===== src/rtl/pd_id_queue_if.sv =====
// Handshake bundle between the predecode stage, the PD/ID queue and the decode stage.
interface pd_id_queue_if #(
  parameter int PC_W   = 32,
  parameter int INST_W = 32,
  parameter int CNT_W  = 3
);
  logic              pd_valid;
  logic              pd_ready;
  logic [PC_W-1:0]   pd_pc;
  logic [INST_W-1:0] pd_inst;
  logic              pd_bd;
  logic              pd_jump;
  logic              id_stall;
  logic              id_valid;
  logic [PC_W-1:0]   id_pc;
  logic [INST_W-1:0] id_inst;
  logic              id_bd;
  logic              id_jump;
  logic [CNT_W-1:0]  count;

  modport master (
    output pd_valid, pd_pc, pd_inst, pd_bd, pd_jump, id_stall,
    input  pd_ready, id_valid, id_pc, id_inst, id_bd, id_jump, count
  );

  modport slave (
    input  pd_valid, pd_pc, pd_inst, pd_bd, pd_jump, id_stall,
    output pd_ready, id_valid, id_pc, id_inst, id_bd, id_jump, count
  );
endinterface


===== src/rtl/pd_id_queue.sv =====
// DEPTH-entry instruction FIFO between predecode and decode, flushed on refresh,
// optionally holding a jump back until its delay slot is queued behind it.
module pd_id_queue #(
  parameter int DEPTH     = 4,
  parameter int PC_W      = 32,
  parameter int INST_W    = 32,
  parameter int PAIR_JUMP = 1
) (
  input  logic        clk,
  input  logic        reset,
  input  logic        refresh,
  pd_id_queue_if.slave bus
);
  localparam int AW = $clog2(DEPTH);
  localparam int CW = AW + 1;
  localparam logic [AW-1:0] PTR_ONE   = AW'(1);
  localparam logic [CW-1:0] CNT_ONE   = CW'(1);
  localparam logic [CW-1:0] CNT_TWO   = CW'(2);
  localparam logic [CW-1:0] CNT_FULL  = CW'(DEPTH);
  localparam logic [CW-1:0] CNT_EMPTY = {CW{1'b0}};

  logic [PC_W-1:0]   pc_mem_r   [DEPTH];
  logic [INST_W-1:0] inst_mem_r [DEPTH];
  logic              bd_mem_r   [DEPTH];
  logic              jump_mem_r [DEPTH];

  logic [AW-1:0] rptr_r;
  logic [AW-1:0] wptr_r;
  logic [CW-1:0] count_r;

  logic              pd_ready_s;
  logic              head_ok_s;
  logic              push_s;
  logic              pop_s;
  logic [PC_W-1:0]   id_pc_s;
  logic [INST_W-1:0] id_inst_s;
  logic              id_bd_s;
  logic              id_jump_s;

  // Pop does not free space this cycle, so readiness depends on registered count alone.
  assign pd_ready_s = (count_r != CNT_FULL);

  // Head qualification, including holding a lone jump until its delay slot arrives.
  always_comb begin
    head_ok_s = 1'b0;
    if (count_r == CNT_EMPTY) begin
      head_ok_s = 1'b0;
    end else if (PAIR_JUMP != 0 && jump_mem_r[rptr_r] && count_r < CNT_TWO) begin
      head_ok_s = 1'b0;
    end else begin
      head_ok_s = 1'b1;
    end
  end

  assign push_s = bus.pd_valid & pd_ready_s & ~refresh;
  assign pop_s  = head_ok_s & ~bus.id_stall & ~refresh;

  // Head data presented to ID, forced to zero while nothing is offered.
  always_comb begin
    id_pc_s   = {PC_W{1'b0}};
    id_inst_s = {INST_W{1'b0}};
    id_bd_s   = 1'b0;
    id_jump_s = 1'b0;
    if (head_ok_s) begin
      id_pc_s   = pc_mem_r[rptr_r];
      id_inst_s = inst_mem_r[rptr_r];
      id_bd_s   = bd_mem_r[rptr_r];
      id_jump_s = jump_mem_r[rptr_r];
    end else begin
      id_pc_s   = {PC_W{1'b0}};
      id_inst_s = {INST_W{1'b0}};
      id_bd_s   = 1'b0;
      id_jump_s = 1'b0;
    end
  end

  // Pointer and occupancy state; reset wins over refresh, refresh wins over traffic.
  always_ff @(posedge clk) begin
    if (reset) begin
      rptr_r  <= {AW{1'b0}};
      wptr_r  <= {AW{1'b0}};
      count_r <= CNT_EMPTY;
    end else if (refresh) begin
      rptr_r  <= {AW{1'b0}};
      wptr_r  <= {AW{1'b0}};
      count_r <= CNT_EMPTY;
    end else begin
      if (push_s) begin
        wptr_r <= wptr_r + PTR_ONE;
      end else begin
        wptr_r <= wptr_r;
      end
      if (pop_s) begin
        rptr_r <= rptr_r + PTR_ONE;
      end else begin
        rptr_r <= rptr_r;
      end
      case ({push_s, pop_s})
        2'b10:   count_r <= count_r + CNT_ONE;
        2'b01:   count_r <= count_r - CNT_ONE;
        default: count_r <= count_r;
      endcase
    end
  end

  // Entry storage; refresh leaves contents stale since outputs are masked by count.
  always_ff @(posedge clk) begin
    if (reset) begin
      for (int i = 0; i < DEPTH; i++) begin
        pc_mem_r[i]   <= {PC_W{1'b0}};
        inst_mem_r[i] <= {INST_W{1'b0}};
        bd_mem_r[i]   <= 1'b0;
        jump_mem_r[i] <= 1'b0;
      end
    end else if (push_s) begin
      pc_mem_r[wptr_r]   <= bus.pd_pc;
      inst_mem_r[wptr_r] <= bus.pd_inst;
      bd_mem_r[wptr_r]   <= bus.pd_bd;
      jump_mem_r[wptr_r] <= bus.pd_jump;
    end else begin
      pc_mem_r[wptr_r]   <= pc_mem_r[wptr_r];
      inst_mem_r[wptr_r] <= inst_mem_r[wptr_r];
      bd_mem_r[wptr_r]   <= bd_mem_r[wptr_r];
      jump_mem_r[wptr_r] <= jump_mem_r[wptr_r];
    end
  end

  assign bus.pd_ready = pd_ready_s;
  assign bus.id_valid = head_ok_s;
  assign bus.id_pc    = id_pc_s;
  assign bus.id_inst  = id_inst_s;
  assign bus.id_bd    = id_bd_s;
  assign bus.id_jump  = id_jump_s;
  assign bus.count    = count_r;
endmodule


===== src/flat_wrapper.sv =====
// flat-port wrapper written by rule: the top's interface ports become plain ports
module pd_id_queue_flat 
#(
  parameter int DEPTH     = 4,
  parameter int PC_W      = 32,
  parameter int INST_W    = 32,
  parameter int PAIR_JUMP = 1
)
  (clk, reset, refresh, bus_pd_valid, bus_pd_pc, bus_pd_inst, bus_pd_bd, bus_pd_jump, bus_id_stall, bus_pd_ready, bus_id_valid, bus_id_pc, bus_id_inst, bus_id_bd, bus_id_jump, bus_count);
  pd_id_queue_if #(.PC_W(PC_W), .INST_W(INST_W), .CNT_W(3)) bus_i ();
  input  logic clk;
  input  logic reset;
  input  logic refresh;
  input wire logic [$bits(bus_i.pd_valid)-1:0] bus_pd_valid;
  input wire logic [$bits(bus_i.pd_pc)-1:0] bus_pd_pc;
  input wire logic [$bits(bus_i.pd_inst)-1:0] bus_pd_inst;
  input wire logic [$bits(bus_i.pd_bd)-1:0] bus_pd_bd;
  input wire logic [$bits(bus_i.pd_jump)-1:0] bus_pd_jump;
  input wire logic [$bits(bus_i.id_stall)-1:0] bus_id_stall;
  output wire logic [$bits(bus_i.pd_ready)-1:0] bus_pd_ready;
  output wire logic [$bits(bus_i.id_valid)-1:0] bus_id_valid;
  output wire logic [$bits(bus_i.id_pc)-1:0] bus_id_pc;
  output wire logic [$bits(bus_i.id_inst)-1:0] bus_id_inst;
  output wire logic [$bits(bus_i.id_bd)-1:0] bus_id_bd;
  output wire logic [$bits(bus_i.id_jump)-1:0] bus_id_jump;
  output wire logic [$bits(bus_i.count)-1:0] bus_count;
  assign bus_i.pd_valid = bus_pd_valid;
  assign bus_i.pd_pc = bus_pd_pc;
  assign bus_i.pd_inst = bus_pd_inst;
  assign bus_i.pd_bd = bus_pd_bd;
  assign bus_i.pd_jump = bus_pd_jump;
  assign bus_i.id_stall = bus_id_stall;
  assign bus_pd_ready = bus_i.pd_ready;
  assign bus_id_valid = bus_i.id_valid;
  assign bus_id_pc = bus_i.id_pc;
  assign bus_id_inst = bus_i.id_inst;
  assign bus_id_bd = bus_i.id_bd;
  assign bus_id_jump = bus_i.id_jump;
  assign bus_count = bus_i.count;
  pd_id_queue #(.DEPTH(DEPTH), .PC_W(PC_W), .INST_W(INST_W), .PAIR_JUMP(PAIR_JUMP)) u_core (.clk(clk), .reset(reset), .refresh(refresh), .bus(bus_i));
endmodule

===== config.mk =====
export PLATFORM = sky130hd
export DESIGN_NAME = pd_id_queue_flat
export DESIGN_NICKNAME = d
export VERILOG_FILES = /design/src/rtl/pd_id_queue_if.sv /design/src/rtl/pd_id_queue.sv /design/src/flat_wrapper.sv
export SDC_FILE = /design/constraint.sdc
export NUM_CORES = 1
export LEC_CHECK = 0
export BUFFER_PORTS_ARGS = -buffer_cell sky130_fd_sc_hd__buf_4
export CORE_AREA = 2 2 168 253
export CTS_CLUSTER_SIZE = 30
export DETAILED_ROUTE_END_ITERATION = 16
export DIE_AREA = 0 0 170 255
export PLACE_DENSITY = 0.52
export RECOVER_POWER = 100
export SYNTH_ARGS = -nofsm -noshare
export SYNTH_HDL_FRONTEND = slang
export SYNTH_SLANG_ARGS = --single-unit

===== constraint.sdc =====
create_clock -name clk -period 5.85 [get_ports clk]
set_clock_uncertainty 0.2 [all_clocks]
set_input_delay 0.2925 -clock clk [delete_from_list [all_inputs] [get_ports clk]]
set_output_delay 0.2925 -clock clk [all_outputs]
set_load 0.005 [all_outputs]

==> results of run 1 <==
-- metrics by stage --
| step | power, W | instance area (um2) | std cells | setup WS [ns] | hold slack [ns] |
|---|---|---|---|---|---|
| finish | 0.00422 | 15300 | 1512 | 1.34 | 0.0228 |
| global route | 0.00437 | 15300 | 1512 | 1.04 | 0.0403 |
| CTS | 0.00427 | 15400 | 1511 | 2.08 | 0.0233 |
| detailed placement | 0.00257 | 13800 | 1393 | 2.64 | 0.294 |
| global placement | 0.00257 | 13800 | 1393 | 2.62 | 0.280 |
| floorplan | 0.00244 | 12200 | 781 | 2.86 | 0.259 |
-- path summary, 6_finish.rpt --
check | end | slack (ns) | cells past startpoint
worst min-delay path | u_core.bus.count[2] | 0.02 | 3
worst max register to register | u_core.pc_mem_r[2][25] | 1.42 | 5
worst max-delay path | bus_id_inst[6] | 1.34 | 4
worst min register to register | flip-flop | 0.32 | 2
-- worst reg2reg max path, cell delays in order (launching register included) --
cell and delay, ns:
dfxtp_1 0.43, or3b_1 0.21, nand2_1 0.16, nor2_1 0.29, a31o_1 2.22, buf_4 0.59
-- repair_timing --
item	4_1_cts	5_1_grt
gates resized for setup	0	0
hold buffers	71	0
setup endpoints to repair	0	0
endpoints found under the hold margin	271	0
-- registers in the layout, indices dropped and copies added (netlist names), named ones only --
name / cells
u_core.bd_mem_r: 4
u_core.bus.count: 3
u_core.inst_mem_r: 128
u_core.jump_mem_r: 4
u_core.pc_mem_r: 128
u_core.rptr_r: 2
u_core.wptr_r: 2
-- routing by layer --
| metal | part of all wire, % | wire, um | GRT usage (%) | vias up |
|---|---|---|---|---|
| li1 | - | - | - | 3258 |
| met1 | 42 | 12600 | 17.8 | 3624 |
| met2 | 53 | 15900 | 25.5 | 138 |
| met3 | 4.1 | 1240 | 1.95 | 34 |
| met4 | 1.7 | 522 | 3.35 | 0 |
| met5 | 0 | 0 | 0 | - |
-- power breakdown --
part | total (W) | leakage, nW | switching (W) | internal [W]
Clock | 0.00166 | 0.394 | 0.000723 | 0.000935
Sequential | 0.00227 | 2.79 | 0.0000255 | 0.00225
Combinational | 0.000290 | 2.44 | 0.000148 | 0.000143
Total | 0.00422 | 5.63 | 0.000896 | 0.00332
-- cell type report --
type	count	area, um2
fill	3989	26100
sequential	273	8110
multi-input combinational	442	3870
timing repair buffer	224	1820
clock buffer	35	706
tap	517	647
clock inverter	12	111
inverter	8	30.0
antenna	1	2.50
-- cell families (layout without fill, tap and decap cells) --
group | count (synthesis) | after routing | share of synthesized area, %
AO/OA/AOI/OAI | 15 | 15 | 0.849
XOR/XNOR | 3 | 3 | 0.215
adder cells (fa/ha/maj) | 2 | 2 | 0.266
buffers and inverters | 66 | 279 | 2.22
flip-flops | 273 | 273 | 66.3
multiplexers | 67 | 67 | 12.2
other | 0 | 1 | 0
AND/OR/NAND/NOR | 355 | 355 | 18.0
-- cells in the final DEF, fill, tap and decap left out, types with 6 or more instances in the layout --
| cell type | n |
|---|---|
| a21oi_1 | 6 |
| and2_0 | 89 |
| and2_1 | 109 |
| and3_1 | 66 |
| buf_4 | 77 |
| clkbuf_1 | 16 |
| clkbuf_16 | 27 |
| clkbuf_4 | 64 |
| clkinv_1 | 6 |
| dfxtp_1 | 8 |
| dlygate4sd3_1 | 71 |
| edfxtp_1 | 264 |
| inv_1 | 8 |
| mux4_2 | 65 |
| nor2_1 | 9 |
| nor2b_1 | 65 |
==> flow_summary.yaml, run 1 <==
run_status:
  run_status: "finished with violations"
  violations: "max-capacitance violations, max-slew violations"
setup_path:
  cp.required_ns: 5.36
  endpoint_kind: "primary output"
  crit_type: "flip-flop to primary output"
  worst-path-buf-inv: 2
  arrival_ns: 4.02
  rr_startpoint: "u_core.bus.count[0]"
  slowest_delay_ns: 1.34
  cp_top_family: "buffers and inverters"
  cp_cell_sequence: "clkbuf_2 -> mux4_2 -> nor2b_1 -> clkbuf_4"
  cp_max_fo: 42
  slowest_stage: "dfxtp_1"
  worst_setup_path_start_kind: "flip-flop"
clock_network:
  cts_sinks: 273
  cts_setup_buffers: 0
  clk_latency_ns: 0.54
  cts_tree: "done"
  clk_pin_slew_ns: 0.07
  clk_path_buf_depth: 3
  cts_root_buf: "clkbuf_16"
  htreeDepth: 1
  numCtsBuffers: 26
timing:
  setup_viol: 0
  setup_tns_ns: 0
  rsz0062_at_grt: "false"
  min_period_ns: 4.51
  max_freq_mhz: 222
  finalCritPeriodShare_pct: 77.1
  relSlewSlack_pct: -135
  hold_viol: 0
  slew_viol_final: 398
  max_slew.worst_pin.slew_ns: 3.53
yosys:
  synth_edf_count: 264
  synth-seq-cells: 273
  ys_async_sr_fraction_pct: 0
  yosys_warnings: 0
  ys.flop_type: "edfxtp_1"
  synth_top_cell_by_area: "edfxtp_1"
  synth.most_common_cell: "edfxtp_1"
  yosys.cell_types.count: 33
  synth_top_cells_by_count: "264 x edfxtp_1, 198 x and2_1, 66 x and3_1"
  synth_area_um2: 12200
  synth_top_area_share_pct: 64.8
  yosysSeqAreaShare_pct: 66.3
  synth_nets: 854
  synth.area.top_cells: "edfxtp_1 65%, mux4_2 12%, and2_1 10%"
  postSynthAreaPerCell_um2: 15.7
  syn-instance-count: 781
global_routing:
  grt_pass1_vias: 7629
  grt_use_total_pct: 14.1
  grt_max_degree: 69
  overflow: 0
  antenna_found_initial: 2
  grt_first_pass_wirelength_mm: 45.9
floorplan:
  start_util_pct: 29.5
  die_x_um: 170
  rows: 92
  die_y_um: 255
  ioPinCount: 142
  core-area_um2: 41400
  dieArea_um2: 43400
power_and_ir_drop:
  peakVddDrop_mv: 0.140
  leakagePower_nw: 5.63
  powerDensity_nw_per_um2: 276
route:
  drt_drc_violations_left: 0
  first_pass_iters: 4
  vias_per_cell: 4.67
  vias: 7054
  wl_per_cell_um: 20.0
  wl_mm: 30.2
  drt_iter0_drc: 299
  final_antenna_net_count: 0
placement:
  port-buffer-count: 141
  place_hpwl_mm: 16.0
  routabilityCongestion: 0.678
flow_run:
  cap_viol_max_count: 8
final_layout:
  drive_gt1_share_pct: 25.3
  area_delta_synth_final_pct: 25.1
  final_util_pct: 36.9
  finalNetCount: 1048
hold_path:
  min_path_type: "primary input to flip-flop"
  hp-start: "reset"
Power figures use the tool's default switching activity.
==> run 2, diff against run 1 <==
PLACE_DENSITY = 0.54   (was 0.52)
clock period = 3.6 ns   (was 5.85 ns; I/O delays follow)
==> flow_summary.yaml, run 2 (synthesis gave the netlist of run 1 again) <==
timing:
  slew_viol_final: 97
  rsz0062_at_grt: "false"
  setup_viol: 0
  hold_viol: 0
  setup_slack_ns: 0.433
  setup_tns_ns: 0
  relSlewSlack_pct: -7.92
  max_slew.worst_pin.slew_ns: 1.62
  finalCritPeriodShare_pct: 88.0
  min_period_ns: 3.17
  max_freq_mhz: 316
final_layout:
  final_common_cell: "edfxtp_1"
  finalNetCount: 1054
  finish.instance_area_um2: 15400
  reg.largest.list: "u_core.inst_mem_r: 128 flops, u_core.pc_mem_r: 128 flops"
  multiInputGateArea_um2: 3880
  area_delta_synth_final_pct: 25.6
  drive_gt1_share_pct: 25.7
  fillers: 3970
  final_util_pct: 37.1
  diodes: 0
  fin_cells: 1512
  layout_common_cells: "264 x edfxtp_1, 120 x and2_1, 78 x and2_0, 78 x buf_4, 70 x dlygate4sd3_1"
  register_area_um2: 8110
floorplan:
  ioPinCount: 142
  start_util_pct: 29.5
  die_y_um: 255
  die_x_um: 170
  core-area_um2: 41400
  rows: 92
  dieArea_um2: 43400
setup_path:
  endpoint_kind: "primary output"
  worst_setup_path_start_kind: "flip-flop"
  cp_max_fo: 37
  arrival_ns: 2.79
  slowest_stage: "clkbuf_4"
  cpMostUsedCell: "clkbuf_4"
  cp_cell_sequence: "clkbuf_4 -> mux4_2 -> nor2b_1 -> clkbuf_4"
  cp.required_ns: 3.22
  crit_type: "flip-flop to primary output"
  slowest_delay_ns: 0.78
clock_network:
  cts-resized-gates: 0
  cts_root_buf: "clkbuf_16"
  cts_sinks: 273
  numCtsBuffers: 27
  clk_path_buf_depth: 3
  htreeDepth: 1
  clk_pin_slew_ns: 0.06
  cts_tree: "done"
  clk_latency_ns: 0.53
route:
  drt_drc_violations_left: 0
  wl_mm: 30.4
  wl_per_cell_um: 20.1
  final_antenna_net_count: 0
  vias: 7111
  drt_iter0_drc: 283
  first_pass_iters: 7
  vias_per_cell: 4.70
placement:
  place_hpwl_mm: 17.2
  routabilityCongestion: 0.722
  place_ws_ns: 0.866
  placed_area_um2: 14000
  port-buffer-count: 141
  numPlacedInstances: 1399
global_routing:
  grt_first_pass_wirelength_mm: 45.9
  grt_use_total_pct: 14.1
  antenna_found_initial: 0
  grt_max_degree: 71
  grt_pass1_vias: 7758
  overflow: 0
power_and_ir_drop:
  leakagePower_nw: 5.67
  powerDensity_nw_per_um2: 440
  peakVddDrop_mv: 0.277
hold_path:
  min_path_type: "flip-flop to flip-flop"
flow_run:
  cap_viol_max_count: 2
run_status:
  run_status: "finished with violations"
  violations: "max-capacitance violations, max-slew violations"
run 2: cell count changes in the layout (fill, tap and decap cells not counted), moves of 2 or more:
cell	before	now
and2_0	89	78
and2_1	109	120
buf_12	0	5
clkbuf_1	16	14
clkbuf_4	64	66
run 2: path summary, 6_finish.rpt:
check | from | to | slack, ns | cells past startpoint
min | u_core.rptr_r[1] | flip-flop | 0.28 | 2
max | flip-flop | bus_id_pc[27] | 0.43 | 4
min reg2reg | u_core.rptr_r[1] | flip-flop | 0.28 | 2
max reg2reg | u_core.bus.count[0] | u_core.pc_mem_r[3][8] | 0.45 | 5
run 2: worst max-delay path, delay by kind of cell, from the launching register on:
family	cells	cell delay [ns]
buffers and inverters	2	0.95
muxes	1	0.66
DFF	1	0.44
and+or+nand+nor	1	0.16
run 2: what timing repair did:
action,4_1_cts,5_1_grt
hold buffers,70,0
endpoints found under the hold margin,284,0
buffers inserted,0,0
run 2: where the power goes:
part / leakage [nW] / internal [W] / switching (W) / total, W
registers: 2.79 / 0.00365 / 0.0000396 / 0.00368
logic: 2.51 / 0.000243 / 0.000253 / 0.000496
clock network: 0.370 / 0.00143 / 0.00114 / 0.00257
run 2: layout make-up:
cell class / count / share of cell area [%]
clock buffers: 35 / 4.60
clock inverters: 8 / 0.375
inverters: 8 / 0.196
multi-input cells: 442 / 25.3
flip-flops and latches: 273 / 52.8
well taps: 517 / 4.21
repair buffers: 229 / 12.5
run 2: metrics by stage:
stage                     total power, W  hold WS [ns]
after CTS                        0.00684         0.262
after global placement           0.00420         0.278
final                            0.00676         0.280
after floorplan                  0.00396         0.155
after detailed placement         0.00421         0.278
after global routing             0.00698         0.291
run 2: metal layers:
layer | part of all wire (%) | vias up | track usage [%] | routed length (um)
met3 | 3.6 | 45 | 1.55 | 1090
li1 | - | 3263 | - | -
met5 | 0 | - | 0 | 0
met4 | 3.2 | 0 | 5.42 | 983
met2 | 53 | 169 | 25.8 | 16000
met1 | 40 | 3634 | 17.1 | 12300
==> run 3, diff against run 2 <==
BUFFER_PORTS_ARGS = -buffer_cell sky130_fd_sc_hd__buf_2   (was -buffer_cell sky130_fd_sc_hd__buf_4)
==> flow_summary.yaml, run 3 (synthesis gave the netlist of run 1 again) <==
flow_run:
  cap_viol_max_count: 2
placement:
  place_hpwl_mm: 15.1
  port-buffer-count: 141
  placed_area_um2: 13600
  routabilityCongestion: 0.698
  place_ws_ns: 0.826
global_routing:
  grt_use_total_pct: 13.4
  grt_first_pass_wirelength_mm: 44.1
  grt_pass1_vias: 7542
  overflow: 0
  antenna_found_initial: 0
  grt_max_degree: 133
final_layout:
  fillers: 4035
  layout_common_cells: "264 x edfxtp_1, 130 x and2_1, 73 x buf_2, 72 x dlygate4sd3_1, 70 x clkbuf_1"
  area_delta_synth_final_pct: 22.6
  final_common_cell: "edfxtp_1"
  finalNetCount: 1052
  finish.instance_area_um2: 15000
  reg.largest.list: "u_core.inst_mem_r: 128 flops, u_core.pc_mem_r: 128 flops"
  multiInputGateArea_um2: 3910
  register_area_um2: 8110
  drive_gt1_share_pct: 20.5
power_and_ir_drop:
  pwr-share-seq_pct: 53.4
  leakagePower_nw: 5.44
  clkPwrFrac_pct: 40.1
  powerDensity_nw_per_um2: 460
  peakVddDrop_mv: 0.269
  p_switching_w: 0.00146
  p_int_w: 0.00544
  switching_share_pct: 21.2
  pwr-share-comb_pct: 6.5
route:
  wl_per_cell_um: 19.2
  drt_drc_violations_left: 0
  vias_per_cell: 4.59
  final_antenna_net_count: 0
  first_pass_iters: 4
  wl_mm: 29.1
  vias: 6969
  drt_iter0_drc: 437
floorplan:
  die_y_um: 255
  core-area_um2: 41400
  ioPinCount: 142
  start_util_pct: 29.5
  rows: 92
  dieArea_um2: 43400
  die_x_um: 170
clock_network:
  cts_sinks: 273
  numCtsBuffers: 27
  cts_root_buf: "clkbuf_16"
  cts_setup_buffers: 0
  cts-resized-gates: 0
  htreeDepth: 1
  cts_hold_buffers: 72
  clk_path_buf_depth: 3
  cts_tree: "done"
  clk_pin_slew_ns: 0.06
  clk_latency_ns: 0.54
timing:
  setup_tns_ns: 0
  whs_ns: 0.169
  relSlewSlack_pct: -12.5
  min_period_ns: 3.05
  setup_viol: 0
  rsz0062_at_grt: "false"
  max_slew.worst_pin.slew_ns: 1.69
  slew_viol_final: 135
  finalCritPeriodShare_pct: 84.8
  max_freq_mhz: 328
  setup_slack_ns: 0.547
  hold_viol: 0
setup_path:
  slowest_stage: "clkbuf_2"
  crit_type: "flip-flop to flip-flop"
  cp.required_ns: 3.69
  slowest_delay_ns: 0.92
  cp_cell_sequence: "or3b_1 -> nand3_1 -> nor3_4 -> clkbuf_2 -> and2_1"
  cp_max_fo: 67
  cp_top_family: "simple AND/OR/NAND/NOR gates"
  worst_setup_path_start_kind: "flip-flop"
  arrival_ns: 3.14
  endpoint_kind: "flip-flop"
  worst-path-buf-inv: 1
run_status:
  violations: "max-capacitance violations, max-slew violations"
  run_status: "finished with violations"
hold_path:
  min_path_type: "primary input to flip-flop"
## run 3: cell types whose count changed in the layout (fill, tap and decap cells not counted), sizes merged
cell         delta
buf             -5
diode           +2
dlygate4sd3     +2
clkinv          +3
bufinv          +2
inv             +1
## run 3: power by group through the flow
stage	Clock, W	Combinational [W]	Sequential, W
global route	0.00295	0.000493	0.00370
global placement	0	0.000408	0.00374
floorplan	0	0.000222	0.00374
CTS	0.00285	0.000477	0.00368
finish	0.00277	0.000446	0.00369
detailed placement	0	0.000411	0.00375
## run 3: stage by stage
| step | util (%) | total power [W] | std cells |
|---|---|---|---|
| floorplan | - | 0.00396 | 781 |
| global placement | 32.8 | 0.00415 | 1395 |
| detailed placement | 32.8 | 0.00416 | 1395 |
| CTS | 36.6 | 0.00701 | 1515 |
| global route | 36.2 | 0.00714 | 1515 |
| finish | 36.2 | 0.00690 | 1517 |
## run 3: layout make-up
class,instances,share of cell area (%)
sequential,273,54.1
multi-input combinational,442,26.1
timing repair buffer,227,9.64
clock buffer,34,4.68
tap,517,4.31
clock inverter,14,0.951
inverter,8,0.200
antenna,2,0.0334
## run 3: metal layers
metal | track usage, % | share of wire [%] | routed length [um]
met5 | 0 | 0 | 0
met4 | 3.54 | 1.8 | 519
met3 | 1.67 | 3.1 | 898
met2 | 24.6 | 53 | 15400
met1 | 16.7 | 42 | 12200
## run 3: worst register-to-register path, cell delays in order (launching register included)
cell	delay [ns]
dfxtp_1	0.36
or3b_1	0.46
nand3_1	0.25
nor3_4	0.05
clkbuf_2	0.92
and2_1	0.55
## run 3: path summary, 6_finish.rpt
path	startpoint	end	slack, ns	cells after the start
setup / recovery	u_core.bus.count[0]	u_core.inst_mem_r[1][30]	0.55	5
hold reg to reg	u_core.rptr_r[1]	flip-flop	0.30	2
setup reg to reg	u_core.bus.count[0]	u_core.inst_mem_r[1][30]	0.55	5
hold / removal	reset	u_core.inst_mem_r[3][16]	0.17	2
